[src/rtl/rv_pkg.sv]
// Shared RISC-V memory-access encodings and LSU state encoding.
// Also used by decode, so keep it free of LSU-internal details beyond the state type.
package rv_pkg;

    localparam logic [2:0] F3_B  = 3'b000;
    localparam logic [2:0] F3_H  = 3'b001;
    localparam logic [2:0] F3_W  = 3'b010;
    localparam logic [2:0] F3_BU = 3'b100;
    localparam logic [2:0] F3_HU = 3'b101;

    typedef enum logic [2:0] {
        LSU_IDLE,
        LSU_LOAD,
        LSU_RMW_RD,
        LSU_STORE,
        LSU_RESP
    } lsu_state_e;

    // Misaligned halves/words, reserved widths, and unsigned store widths all fault.
    function automatic logic lsu_fault(input logic we, input logic [2:0] funct3,
                                       input logic [1:0] byte_off);
        case (funct3)
            F3_B:    return 1'b0;
            F3_BU:   return we;
            F3_H:    return byte_off[0];
            F3_HU:   return we | byte_off[0];
            F3_W:    return byte_off != 2'b00;
            default: return 1'b1;
        endcase
    endfunction

endpackage

[src/rtl/lsu_align.sv]
// Lane extract with sign/zero extension for loads, and lane merge for sub-word stores.
// Purely combinational, no backpressure.
module lsu_align
    import rv_pkg::*;
(
    input  logic [2:0]  funct3,
    input  logic [1:0]  byte_off,
    input  logic [31:0] mem_word,
    input  logic [31:0] store_data,
    output logic [31:0] load_data,
    output logic [31:0] merged_word
);

    logic [4:0]  byte_sh;
    logic [4:0]  half_sh;
    logic [7:0]  lane_b;
    logic [15:0] lane_h;

    always_comb begin
        byte_sh = {byte_off, 3'b000};
        half_sh = {byte_off[1], 4'b0000};
        lane_b  = mem_word[byte_sh +: 8];
        lane_h  = mem_word[half_sh +: 16];

        case (funct3)
            F3_B:    load_data = {{24{lane_b[7]}}, lane_b};
            F3_BU:   load_data = {24'h0, lane_b};
            F3_H:    load_data = {{16{lane_h[15]}}, lane_h};
            F3_HU:   load_data = {16'h0, lane_h};
            default: load_data = mem_word;
        endcase

        merged_word = mem_word;
        case (funct3)
            F3_B, F3_BU: merged_word[byte_sh +: 8]  = store_data[7:0];
            F3_H, F3_HU: merged_word[half_sh +: 16] = store_data[15:0];
            default:     merged_word = store_data;
        endcase
    end

endmodule

[src/rtl/load_store_unit.sv]
// Load/store unit: one request at a time against a combinational-read data memory.
// Latency accept->resp: fault 1, load 2, word store 2, byte/half store 3 (read-modify-write).
// req_ready only in IDLE; requests held while busy wait; no response backpressure.
module load_store_unit
    import rv_pkg::*;
#(
    parameter int XLEN = 32
) (
    input  logic            clk,
    input  logic            rst_n,
    input  logic            req_valid,
    output logic            req_ready,
    input  logic            req_we,
    input  logic [2:0]      req_funct3,
    input  logic [XLEN-1:0] req_addr,
    input  logic [XLEN-1:0] req_wdata,
    output logic            resp_valid,
    output logic [XLEN-1:0] resp_rdata,
    output logic            resp_misaligned,
    output logic            mem_read,
    output logic            mem_write,
    output logic [XLEN-1:0] mem_addr,
    output logic [XLEN-1:0] mem_wdata,
    input  logic [XLEN-1:0] mem_rdata
);

    lsu_state_e      state;
    logic            lat_we;
    logic [2:0]      lat_funct3;
    logic [XLEN-1:0] lat_addr;
    logic [XLEN-1:0] lat_wdata;
    logic [XLEN-1:0] load_ext;
    logic [XLEN-1:0] merged;
    logic            accept;

    assign accept = req_valid && req_ready;

    lsu_align u_align (
        .funct3      (lat_funct3),
        .byte_off    (lat_addr[1:0]),
        .mem_word    (mem_rdata),
        .store_data  (lat_wdata),
        .load_data   (load_ext),
        .merged_word (merged)
    );

    // All outputs are registered, so an async reset drops mem_write before the commit edge.
    always_ff @(posedge clk or negedge rst_n) begin
        if (!rst_n) begin
            state           <= LSU_IDLE;
            req_ready       <= 1'b1;
            resp_valid      <= 1'b0;
            resp_rdata      <= '0;
            resp_misaligned <= 1'b0;
            mem_read        <= 1'b0;
            mem_write       <= 1'b0;
            mem_addr        <= '0;
            mem_wdata       <= '0;
            lat_we          <= 1'b0;
            lat_funct3      <= '0;
            lat_addr        <= '0;
            lat_wdata       <= '0;
        end else begin
            req_ready  <= 1'b0;
            resp_valid <= 1'b0;
            mem_read   <= 1'b0;
            mem_write  <= 1'b0;
            mem_addr   <= '0;
            mem_wdata  <= '0;
            case (state)
                LSU_IDLE: begin
                    req_ready <= 1'b1;
                    if (accept) begin
                        req_ready  <= 1'b0;
                        lat_we     <= req_we;
                        lat_funct3 <= req_funct3;
                        lat_addr   <= req_addr;
                        lat_wdata  <= req_wdata;
                        if (lsu_fault(req_we, req_funct3, req_addr[1:0])) begin
                            state           <= LSU_RESP;
                            resp_valid      <= 1'b1;
                            resp_misaligned <= 1'b1;
                            resp_rdata      <= '0;
                        end else if (!req_we) begin
                            state    <= LSU_LOAD;
                            mem_read <= 1'b1;
                            mem_addr <= {req_addr[XLEN-1:2], 2'b00};
                        end else if (req_funct3 == F3_W) begin
                            state     <= LSU_STORE;
                            mem_write <= 1'b1;
                            mem_addr  <= {req_addr[XLEN-1:2], 2'b00};
                            mem_wdata <= req_wdata;
                        end else begin
                            state    <= LSU_RMW_RD;
                            mem_read <= 1'b1;
                            mem_addr <= {req_addr[XLEN-1:2], 2'b00};
                        end
                    end
                end
                LSU_RMW_RD: begin
                    state     <= LSU_STORE;
                    mem_write <= 1'b1;
                    mem_addr  <= {lat_addr[XLEN-1:2], 2'b00};
                    mem_wdata <= merged;
                end
                LSU_LOAD, LSU_STORE: begin
                    state           <= LSU_RESP;
                    resp_valid      <= 1'b1;
                    resp_misaligned <= 1'b0;
                    resp_rdata      <= lat_we ? '0 : load_ext;
                end
                default: begin
                    state     <= LSU_IDLE;
                    req_ready <= 1'b1;
                end
            endcase
        end
    end

endmodule
[config.mk]
export PLATFORM = sky130hd
export DESIGN_NAME = load_store_unit
export DESIGN_NICKNAME = d
export VERILOG_FILES = /design/src/rtl/rv_pkg.sv /design/src/rtl/lsu_align.sv /design/src/rtl/load_store_unit.sv
export SDC_FILE = /design/constraint.sdc
export NUM_CORES = 1
export LEC_CHECK = 0
export BUFFER_PORTS_ARGS = -buffer_cell sky130_fd_sc_hd__buf_4
export CORE_UTILIZATION = 30
export CTS_BUF_LIST = sky130_fd_sc_hd__clkbuf_4 sky130_fd_sc_hd__clkbuf_8
export CTS_CLUSTER_DIAMETER = 120
export DETAILED_ROUTE_END_ITERATION = 8
export GPL_ROUTABILITY_DRIVEN = 1
export GPL_TIMING_DRIVEN = 0
export SYNTH_ARGS = -nofsm -noshare
export SYNTH_HDL_FRONTEND = slang
export SYNTH_SLANG_ARGS = --single-unit
[constraint.sdc]
create_clock -name clk -period 3.9 [get_ports clk]
set_input_delay 0.975 -clock clk [delete_from_list [all_inputs] [get_ports clk]]
set_output_delay 0.975 -clock clk [all_outputs]
set_load 0.02 [all_outputs]
==> summary.txt <==
Cells after Synth: 802
Nets: 1,132
Worst-margin pin slew: 971 ps
Via count: 7,340
DP Wirelength: 21,400 um
Net Sw Power: 0.00345 W
CP endpoint kind: flop
WP buf/inv: 2
Seq pwr share: 0.360
Worst Reg-to-Reg Cells: 7
Hold Violations, Final: 0
Initial antenna violation count: 0
Synth Register Bits: 170
Share of post-route cells with drive strength above 1: 0.284
Post-synth ARST share: 1.00
Post-route ant nets: 0
Static leakage: 5.04 nW
VDD IR-drop max: 364 uV
Synth cell types: 58
1st-pass router iterations: 6
Post-Synthesis Cell Area: 7960 sq um
Critical-path cell list: buf_2 > clkinv_1 > ha_1 > nor3b_1 > a221oi_1 > a211oi_1 > a31o_2
Slowest CP cell: nor3b_1
Final TNS setup: 0 ps
Tightest Hold Check Type: in -> async
Total Wirelength: 29,000 um
Req. time, crit path: 4320 ps
Int Power: 0.00443 W
Most common flop cell mapped by yosys: dfrtp_1
Max-cap violations: 0
Flop-to-flop setup slack: 670 ps
Vias per cell: 5.35
Largest net degree at the start of global routing: 91
CP Data Arrival Time: 3650 ps
Initial DRC count: 669
Clock buffer depth: 2
RSZ-0062 raised after global routing: false
Clock latency on the worst-skew pair: 480 ps
Critical path class: reg -> reg
Top-count cell post-synth: nand2_1
FF-to-FF End: mem_wdata[3]$_DFF_PN0_
IO buf count: 201
Critical Path Source Type: flop
Num CTS Buffers: 17
Die ar.: 27,200 sq um
Rel. slew slack: 0.351
All-Layer GR Usage: 0.214
Top Ports: 204
Initial cell density of the core: 0.306
CTS root buf: clkbuf_8
Post-synth top cells: nand2_1, dfrtp_1, o21ai_0, o2bb2ai_1
Status: finished, final reports clean
Die height: 165 um
Switching Share: 0.438
Fin crit share: 0.828
Layout area overhead: 30.4%
Largest delay share family, worst path: simple AND/OR/NAND/NOR gates
Fin Hold WS: 478 ps
ANT cells: 0
Post-synth EDFFs: 0
Final Skew: 16.1 ps
Synth top area share: 0.531
Pwr Density: 759 nW/um^2
Syn. warnings: 0
Vias in the first global route: 7,064
Core ar.: 26,100 sq um
PostCTS Resize Cnt: 0
CTS tree: built
Sequential share of the synthesized area: 0.534
Setup Viol. Count Final: 0
CP max stage delay: 810 ps
Grt ovf: 0
Combinational share of power: 0.454
Clock sinks: 170
DRC: 0
Area contributors post-synth: dfrtp_1, nand2_1, a32o_1
Fin. max-slew vios: 0
GPL Wtd Cong: 0.921
# H-tree levels: 4
Clock transition at path regs: 100 ps
DR WL/cell: 21.1 um
R2R Path Start: lat_addr[1]$_DFFE_PN0P_
Most area-hungry cell type in the Yosys netlist: dfrtp_1
FMAX: 310 MHz
Clock Power Share: 0.186
Post-layout min period: 3230 ps
Postcts setup bufs: 0
Number of core rows: 59
Max FO, Critical Path: 10
First-pass GRT wire length: 43,000 um
Syn_area_per_cell: 9.93 sq um
Die extent in x: 165 um
Hold-fix buffers, CTS: 0
[routing by layer]
| metal | part of all wire | vias to the layer above | global-route usage | wire length [um] |
|---|---|---|---|---|
| li1 | - | 3354 | - | - |
| met1 | 0.45 | 3620 | 0.310 | 13100 |
| met2 | 0.44 | 315 | 0.315 | 12800 |
| met3 | 0.076 | 51 | 0.0399 | 2210 |
| met4 | 0.027 | 0 | 0.0788 | 771 |
| met5 | 0 | - | 0 | 0 |
[sequential cells by signal, summed over array words and instances (netlist names)]
register	cells
lat_addr	32
lat_wdata	32
mem_wdata	32
resp_rdata	32
mem_addr	30
lat_funct3	3
state	3
lat_we	1
mem_read	1
mem_write	1
req_ready	1
resp_misaligned	1
resp_valid	1
[worst max path at each step]
stage | cells after the start | end | from
2_1_floorplan | 7 | mem_wdata[1]$_DFF_PN0_ | lat_addr[1]$_DFFE_PN0P_
3_3_place_gp | 6 | mem_wdata[15]$_DFF_PN0_ | req_funct3[2]
3_5_place_dp | 6 | mem_wdata[15]$_DFF_PN0_ | req_funct3[0]
4_1_cts | 7 | mem_wdata[3]$_DFF_PN0_ | lat_addr[1]$_DFFE_PN0P_
5_1_grt | 7 | mem_wdata[3]$_DFF_PN0_ | lat_addr[1]$_DFFE_PN0P_
6_report | 7 | mem_wdata[3]$_DFF_PN0_ | lat_addr[1]$_DFFE_PN0P_
[per-stage QoR]
stage / total power (W) / utilization / instance area (sq um) / std cells / worst slack (ps)
after CTS: 0.00788 / 0.398 / 10400 / 1372 / 788
after floorplan: 0.00498 / - / 7970 / 803 / 1590
after detailed placement: 0.00640 / 0.381 / 9930 / 1340 / 777
after global routing: 0.00835 / 0.398 / 10400 / 1372 / 539
final: 0.00788 / 0.398 / 10400 / 1372 / 671
after global placement: 0.00636 / 0.380 / 9890 / 1339 / 763
[layout make-up]
type                       count  area [sq um]
buffer                        66           309
clock buffer                  18           248
clock inverter                14           206
fill                        2636         15700
inverter                      11          41.3
multi-input combinational    556          3360
sequential                   170          4260
tap                          335           419
timing repair buffer         202          1540
[layout by cell type, fill, tap and decap left out, types with 5 or more instances in the layout]
master,n
inv_1,10
nand2_1,210
a21o_1,6
a221o_1,6
o21a_1,5
clkbuf_1,33
buf_4,205
o2bb2ai_1,35
clkbuf_8,18
a32o_1,33
and2_1,7
a31o_2,13
a211oi_1,18
nand3_1,10
mux2i_1,6
nor2_1,14
dfrtp_1,169
a32oi_1,6
nand2b_1,10
a221oi_1,22
mux2_2,7
o21ai_0,48
buf_2,22
ha_1,5
a21oi_1,29
o22ai_1,21
[logic make-up after synthesis]
| group | share of synthesized area |
|---|---|
| AND/OR/NAND/NOR | 0.155 |
| AO/OA/AOI/OAI | 0.240 |
| flip-flops | 0.534 |
| buffers and inverters | 0.0440 |
| multiplexers | 0.0174 |
| adder cells (fa/ha/maj) | 0.00786 |
| other | 0.000471 |
[power groups by stage]
stage | combinational, W | sequential (W) | clock [W]
after floorplan | 0.00195 | 0.00303 | 0
after global placement | 0.00351 | 0.00285 | 0
after detailed placement | 0.00355 | 0.00285 | 0
after CTS | 0.00356 | 0.00283 | 0.00149
after global routing | 0.00389 | 0.00290 | 0.00156
final | 0.00358 | 0.00284 | 0.00146
(Power assumes the default switching activity.)
